<file path="src/rtl/mc_state_sequencer.sv">
// mc_state_sequencer: multi-cycle instruction sequencer driving a CPU output-function decoder.
// Optional feature: define SEQ_PERF_CNT_EN to add the cycle_cnt / retired_cnt performance counters.
module mc_state_sequencer (
    input  logic        CLK,
    input  logic        Reset,
    input  logic [5:0]  opcode,
    input  logic        mem_ready,
    output logic [2:0]  state,
    output logic        instr_done,
    output logic        halted,
    output logic        illegal
`ifdef SEQ_PERF_CNT_EN
    ,
    output logic [31:0] cycle_cnt,
    output logic [31:0] retired_cnt
`endif
);

    typedef enum logic [2:0] {
        S_IF   = 3'b000,
        S_ID   = 3'b001,
        S_AEXE = 3'b110,
        S_BEXE = 3'b101,
        S_CEXE = 3'b010,
        S_MEM  = 3'b011,
        S_AWB  = 3'b111,
        S_CWB  = 3'b100
    } state_t;

    typedef enum logic [2:0] {
        C_JUMP,
        C_BRANCH,
        C_ALU,
        C_STORE,
        C_LOAD,
        C_ILLEGAL
    } op_class_t;

    localparam logic [5:0] OP_ADDI = 6'b000010;
    localparam logic [5:0] OP_ORI  = 6'b010010;
    localparam logic [5:0] OP_SLL  = 6'b011000;
    localparam logic [5:0] OP_ADD  = 6'b000000;
    localparam logic [5:0] OP_SUB  = 6'b000001;
    localparam logic [5:0] OP_SLT  = 6'b100110;
    localparam logic [5:0] OP_SLTI = 6'b100111;
    localparam logic [5:0] OP_SW   = 6'b110000;
    localparam logic [5:0] OP_LW   = 6'b110001;
    localparam logic [5:0] OP_BEQ  = 6'b110100;
    localparam logic [5:0] OP_J    = 6'b111000;
    localparam logic [5:0] OP_JR   = 6'b111001;
    localparam logic [5:0] OP_OR   = 6'b010000;
    localparam logic [5:0] OP_AND  = 6'b010001;
    localparam logic [5:0] OP_JAL  = 6'b111010;
    localparam logic [5:0] OP_HALT = 6'b111111;

    state_t    cur_state;
    state_t    next_state;
    op_class_t op_class;
    logic      done_next;
    logic      illegal_next;
    logic      halt_set;

    // Sort the opcode into the execution path it takes through the FSM.
    always_comb begin
        op_class = C_ILLEGAL;
        case (opcode)
            OP_J, OP_JR, OP_JAL, OP_HALT:                    op_class = C_JUMP;
            OP_BEQ:                                          op_class = C_BRANCH;
            OP_ADDI, OP_ORI, OP_SLL, OP_ADD, OP_SUB,
            OP_SLT, OP_SLTI, OP_OR, OP_AND:                  op_class = C_ALU;
            OP_SW:                                           op_class = C_STORE;
            OP_LW:                                           op_class = C_LOAD;
            default:                                         op_class = C_ILLEGAL;
        endcase
    end

    // Next-state logic plus the values the registered flags take on the next edge.
    always_comb begin
        next_state   = S_IF;
        illegal_next = 1'b0;
        halt_set     = 1'b0;
        case (cur_state)
            S_IF:   next_state = halted ? S_IF : S_ID;
            S_ID: begin
                case (op_class)
                    C_JUMP: begin
                        next_state = S_IF;
                        halt_set   = (opcode == OP_HALT);
                    end
                    C_BRANCH:        next_state = S_BEXE;
                    C_ALU:           next_state = S_AEXE;
                    C_STORE, C_LOAD: next_state = S_CEXE;
                    default: begin
                        next_state   = S_IF;
                        illegal_next = 1'b1;
                    end
                endcase
            end
            S_AEXE: next_state = S_AWB;
            S_AWB:  next_state = S_IF;
            S_BEXE: next_state = S_IF;
            S_CEXE: next_state = S_MEM;
            S_MEM: begin
                if (!mem_ready)
                    next_state = S_MEM;
                else if (op_class == C_LOAD)
                    next_state = S_CWB;
                else
                    next_state = S_IF;
            end
            S_CWB:  next_state = S_IF;
            default: next_state = S_IF;
        endcase
        done_next = (next_state == S_IF) && (cur_state != S_IF);
    end

    // State register and registered status flags; halted is sticky until reset.
    always_ff @(posedge CLK) begin
        if (Reset) begin
            cur_state  <= S_IF;
            instr_done <= 1'b0;
            halted     <= 1'b0;
            illegal    <= 1'b0;
        end else begin
            cur_state  <= next_state;
            instr_done <= done_next;
            illegal    <= illegal_next;
            if (halt_set)
                halted <= 1'b1;
        end
    end

    assign state = cur_state;

`ifdef SEQ_PERF_CNT_EN
    // Performance counters: running cycles and retired instructions, both free-wrapping.
    always_ff @(posedge CLK) begin
        if (Reset) begin
            cycle_cnt   <= 32'd0;
            retired_cnt <= 32'd0;
        end else begin
            if (!halted)
                cycle_cnt <= cycle_cnt + 32'd1;
            if (instr_done)
                retired_cnt <= retired_cnt + 32'd1;
        end
    end
`endif

endmodule

</file>
<file path="config.mk">
export PLATFORM = sky130hd
export DESIGN_NAME = mc_state_sequencer
export DESIGN_NICKNAME = d
export VERILOG_FILES = /design/src/rtl/mc_state_sequencer.sv
export SDC_FILE = /design/constraint.sdc
export NUM_CORES = 1
export LEC_CHECK = 0
export BUFFER_PORTS_ARGS = -buffer_cell sky130_fd_sc_hd__buf_4
export CORE_AREA = 2 2 39 41
export DETAILED_ROUTE_END_ITERATION = 7
export DIE_AREA = 0 0 41 43
export SYNTH_ARGS = -nofsm -noshare
export SYNTH_HDL_FRONTEND = slang
export SYNTH_SLANG_ARGS = --single-unit
</file>
<file path="constraint.sdc">
create_clock -name CLK -period 2.5 [get_ports CLK]
set_input_delay 0.25 -clock CLK [delete_from_list [all_inputs] [get_ports CLK]]
set_output_delay 0.25 -clock CLK [all_outputs]
set_load 0.05 [all_outputs]
</file>
==> flow_metrics.py <==
metrics = {
    "cts": {
        "cts_sinks": 6,
        "clkLatencyLatePin_ns": 0.25,
        "cts_resized": 0,
        "cts_tree": "done",
        "ctsHoldBuffers": 0,
        "htreeDepth": 1,
        "clockBufferDepth": 2,
        "cts_made_buffers": 3,
        "root_buffer": "clkbuf_4",
        "clk_transition_reported_paths_ns": 0.04,
        "post-cts-setup-buffer-count": 0,
    },
    "yosys": {
        "synth_seq_area_share_pct": 26.2,
        "synth_fp_nets": 70,
        "synth_top_area_share_pct": 26.2,
        "syn_area_per_cell_um2": 7.53,
        "yosys.area.top_type": "dfxtp_1",
        "netlist_area_um2": 459,
        "synth_area_leaders": "dfxtp_1 26%, nor2_1 7.4%, nand2_1 5.7%, nand2b_1 4.1%, buf_2 3.3%",
        "ys_warn_count": 0,
        "postSynthCellCount": 61,
        "ys_types": 34,
        "synth_seq_cells": 6,
    },
    "grt": {
        "grtUsageTotal_pct": 14.3,
        "grt_pass1_wl_um": 1710,
        "antenna_found_initial": 0,
        "gr-total-overflow": 0,
        "grt_max_degree": 11,
        "grt_pass1_vias": 426,
    },
    "pwr": {
        "leakage_nw": 0.239,
        "power.switching_mw": 0.0891,
        "pwr-share-clk_pct": 32.6,
        "power_frac_comb_pct": 28.9,
        "ir_drop_uv": 137,
        "p_int_mw": 0.186,
        "swShare_pct": 32.4,
        "seqPwrFrac_pct": 38.5,
        "p_total_mw": 0.275,
        "p_per_area_mw_per_mm2": 471,
    },
    "critical_path": {
        "crit_required_ns": 2.64,
        "r2r_start": "state[2]$_SDFF_PP0_",
        "cp_slowest_cell": "dfxtp_1",
        "cp.arrival_ns": 1.42,
        "reg2reg_to": "instr_done$_SDFF_PP0_",
        "r2r_slack_ns": 1.21,
        "critPathMaxFanout": 8,
        "crit_path_start_kind": "flop",
        "cp_slowest_stage_delay_ns": 0.37,
        "critical_path_class": "reg2reg",
        "crit_path_cell_trace": "nor4_1 -> nand4b_1 -> o211ai_1 -> nor2_1 -> and3_1",
        "critPathCapture": "instr_done$_SDFF_PP0_",
        "cp-end-kind": "flop",
        "reg2regPathDepth": 5,
        "critPathLaunch": "state[2]$_SDFF_PP0_",
    },
    "floorplan": {
        "core_mm2": 0.00138,
        "num_rows": 14,
        "die_h_um": 43,
        "die_w_um": 41,
        "die-area_mm2": 0.00176,
        "io_pins": 15,
        "start_util_pct": 33.2,
    },
    "sta": {
        "max_slew_margin_pct": 72.7,
        "drv_slew": 0,
        "skew_ns": 0.00220,
        "setup_viol": 0,
        "fin_hold_ws_ns": 0.202,
        "worst_slack_ns": 1.21,
        "finalSetupTns_ns": 0,
        "hold_violations": 0,
        "worstMarginPinSlew_ns": 0.399,
        "max_freq_ghz": 0.778,
        "finalCriticalPeriod_ns": 1.29,
        "rsz0062_at_grt": "false",
        "period_share_pct": 51.4,
    },
    "placement": {
        "place_congestion": 0.711,
        "place_hpwl_um": 843,
        "pre_cts_slack_ns": 1.11,
        "placement.io_buffers": 14,
        "placed_cells": 87,
    },
    "detailed_routing": {
        "vias_per_cell": 5.61,
        "finalWirelength_um": 1100,
        "dr_total_vias": 505,
        "drt_pass1_iterations": 4,
        "wl_per_cell_um": 12.2,
        "drc": 0,
        "drt_iter0_markers": 8,
        "ant_nets": 0,
    },
    "final_layout": {
        "final_common_cell": "buf_4",
        "syn_to_final_growth_pct": 27.2,
        "finalNonFillerCells": 90,
        "nets": 85,
        "final_layout_size_suffix_gt1_share_pct": 28.4,
        "diodes": 0,
        "layout_common_cells": "14 x buf_4, 9 x nor2_1, 7 x nand2_1",
    },
    "run": {
        "maxCapViolCount": 0,
    },
    "outcome": {
        "status": "completed",
    },
    "worst_hold_path": {
        "min_path_type": "in2reg",
    },
}
==> synthesized netlist by cell type <==
library cell  count
a2111oi_0         1
a2111oi_2         1
a211oi_2          1
a21oi_1           1
a21oi_2           1
a22o_1            1
a31oi_1           1
a41oi_1           1
and2_0            1
and2_1            1
and3_1            2
and3b_1           1
and4b_1           1
buf_2             3
buf_4             1
dfxtp_1           6
inv_1             1
nand2_1           7
nand2b_1          3
nand3_1           2
nand4_1           1
nand4b_1          1
nor2_1            9
nor2b_1           1
nor3_1            1
nor4_1            2
nor4b_2           1
o211ai_1          1
o21ai_0           2
o21ai_1           1
o221ai_1          1
o2bb2ai_1         1
or2_1             1
or3_1             1
==> metrics by stage <==
stage                     util [%]  cell area, µm²
final                         42.2             584
after global routing          42.2             584
after CTS                     42.2             584
after detailed placement      40.6             562
after global placement        40.6             562
after floorplan                  -             459
==> registers in the layout, summed over array words and instances (netlist names) <==
name,cells
instr_done,1
state,3
halted,1
illegal,1
==> area by class of cell <==
| cell class | count | area (µm²) |
|---|---|---|
| inverters | 1 | 3.75 |
| flip-flops and latches | 6 | 120 |
| clock buffers | 3 | 22.5 |
| fillers | 143 | 800 |
| well taps | 16 | 20.0 |
| multi-input cells | 50 | 313 |
| repair buffers | 14 | 105 |
==> kinds of logic after synthesis <==
group	count (synthesis)	share of synthesized area, %
AND/OR/NAND/NOR	36	43.3
AO/OA/AOI/OAI	14	24.8
buffers and inverters	5	5.72
flip-flops	6	26.2
==> routing by layer <==
layer	GRT usage [%]	part of all wire, %	up-vias
met2	21.9	46	16
met1	16.6	45	228
met5	0	0	-
met3	3.14	6.7	3
li1	-	-	258
met4	10.0	2.3	0
==> worst max-delay path, delay by kind of cell (launching register included) <==
kind               cells  cell delay (ns)
DFF                    1             0.37
AOI/OAI and AO/OA      1             0.14
and+or+nand+nor        4             0.67
==> power groups by stage <==
stage	Sequential, mW	Clock (mW)	Combinational (mW)
6_report	0.106	0.0897	0.0797
5_1_grt	0.106	0.0975	0.0869
3_5_place_dp	0.108	0	0.0795
2_1_floorplan	0.124	0	0.0378
3_3_place_gp	0.108	0	0.0793
4_1_cts	0.106	0.0921	0.0797
==> worst min-delay path by stage <==
stage          start                  end  slack (ns)  cells after the start
2_1_floorplan  Reset  state[1]$_SDFF_PP0_        0.31                      1
3_3_place_gp   Reset  state[1]$_SDFF_PP0_        0.46                      2
3_5_place_dp   Reset  state[1]$_SDFF_PP0_        0.46                      2
4_1_cts        Reset  state[1]$_SDFF_PP0_        0.20                      2
5_1_grt        Reset  state[1]$_SDFF_PP0_        0.20                      2
6_report       Reset  state[1]$_SDFF_PP0_        0.20                      2
Note: power is estimated with default switching activity, not from simulation.
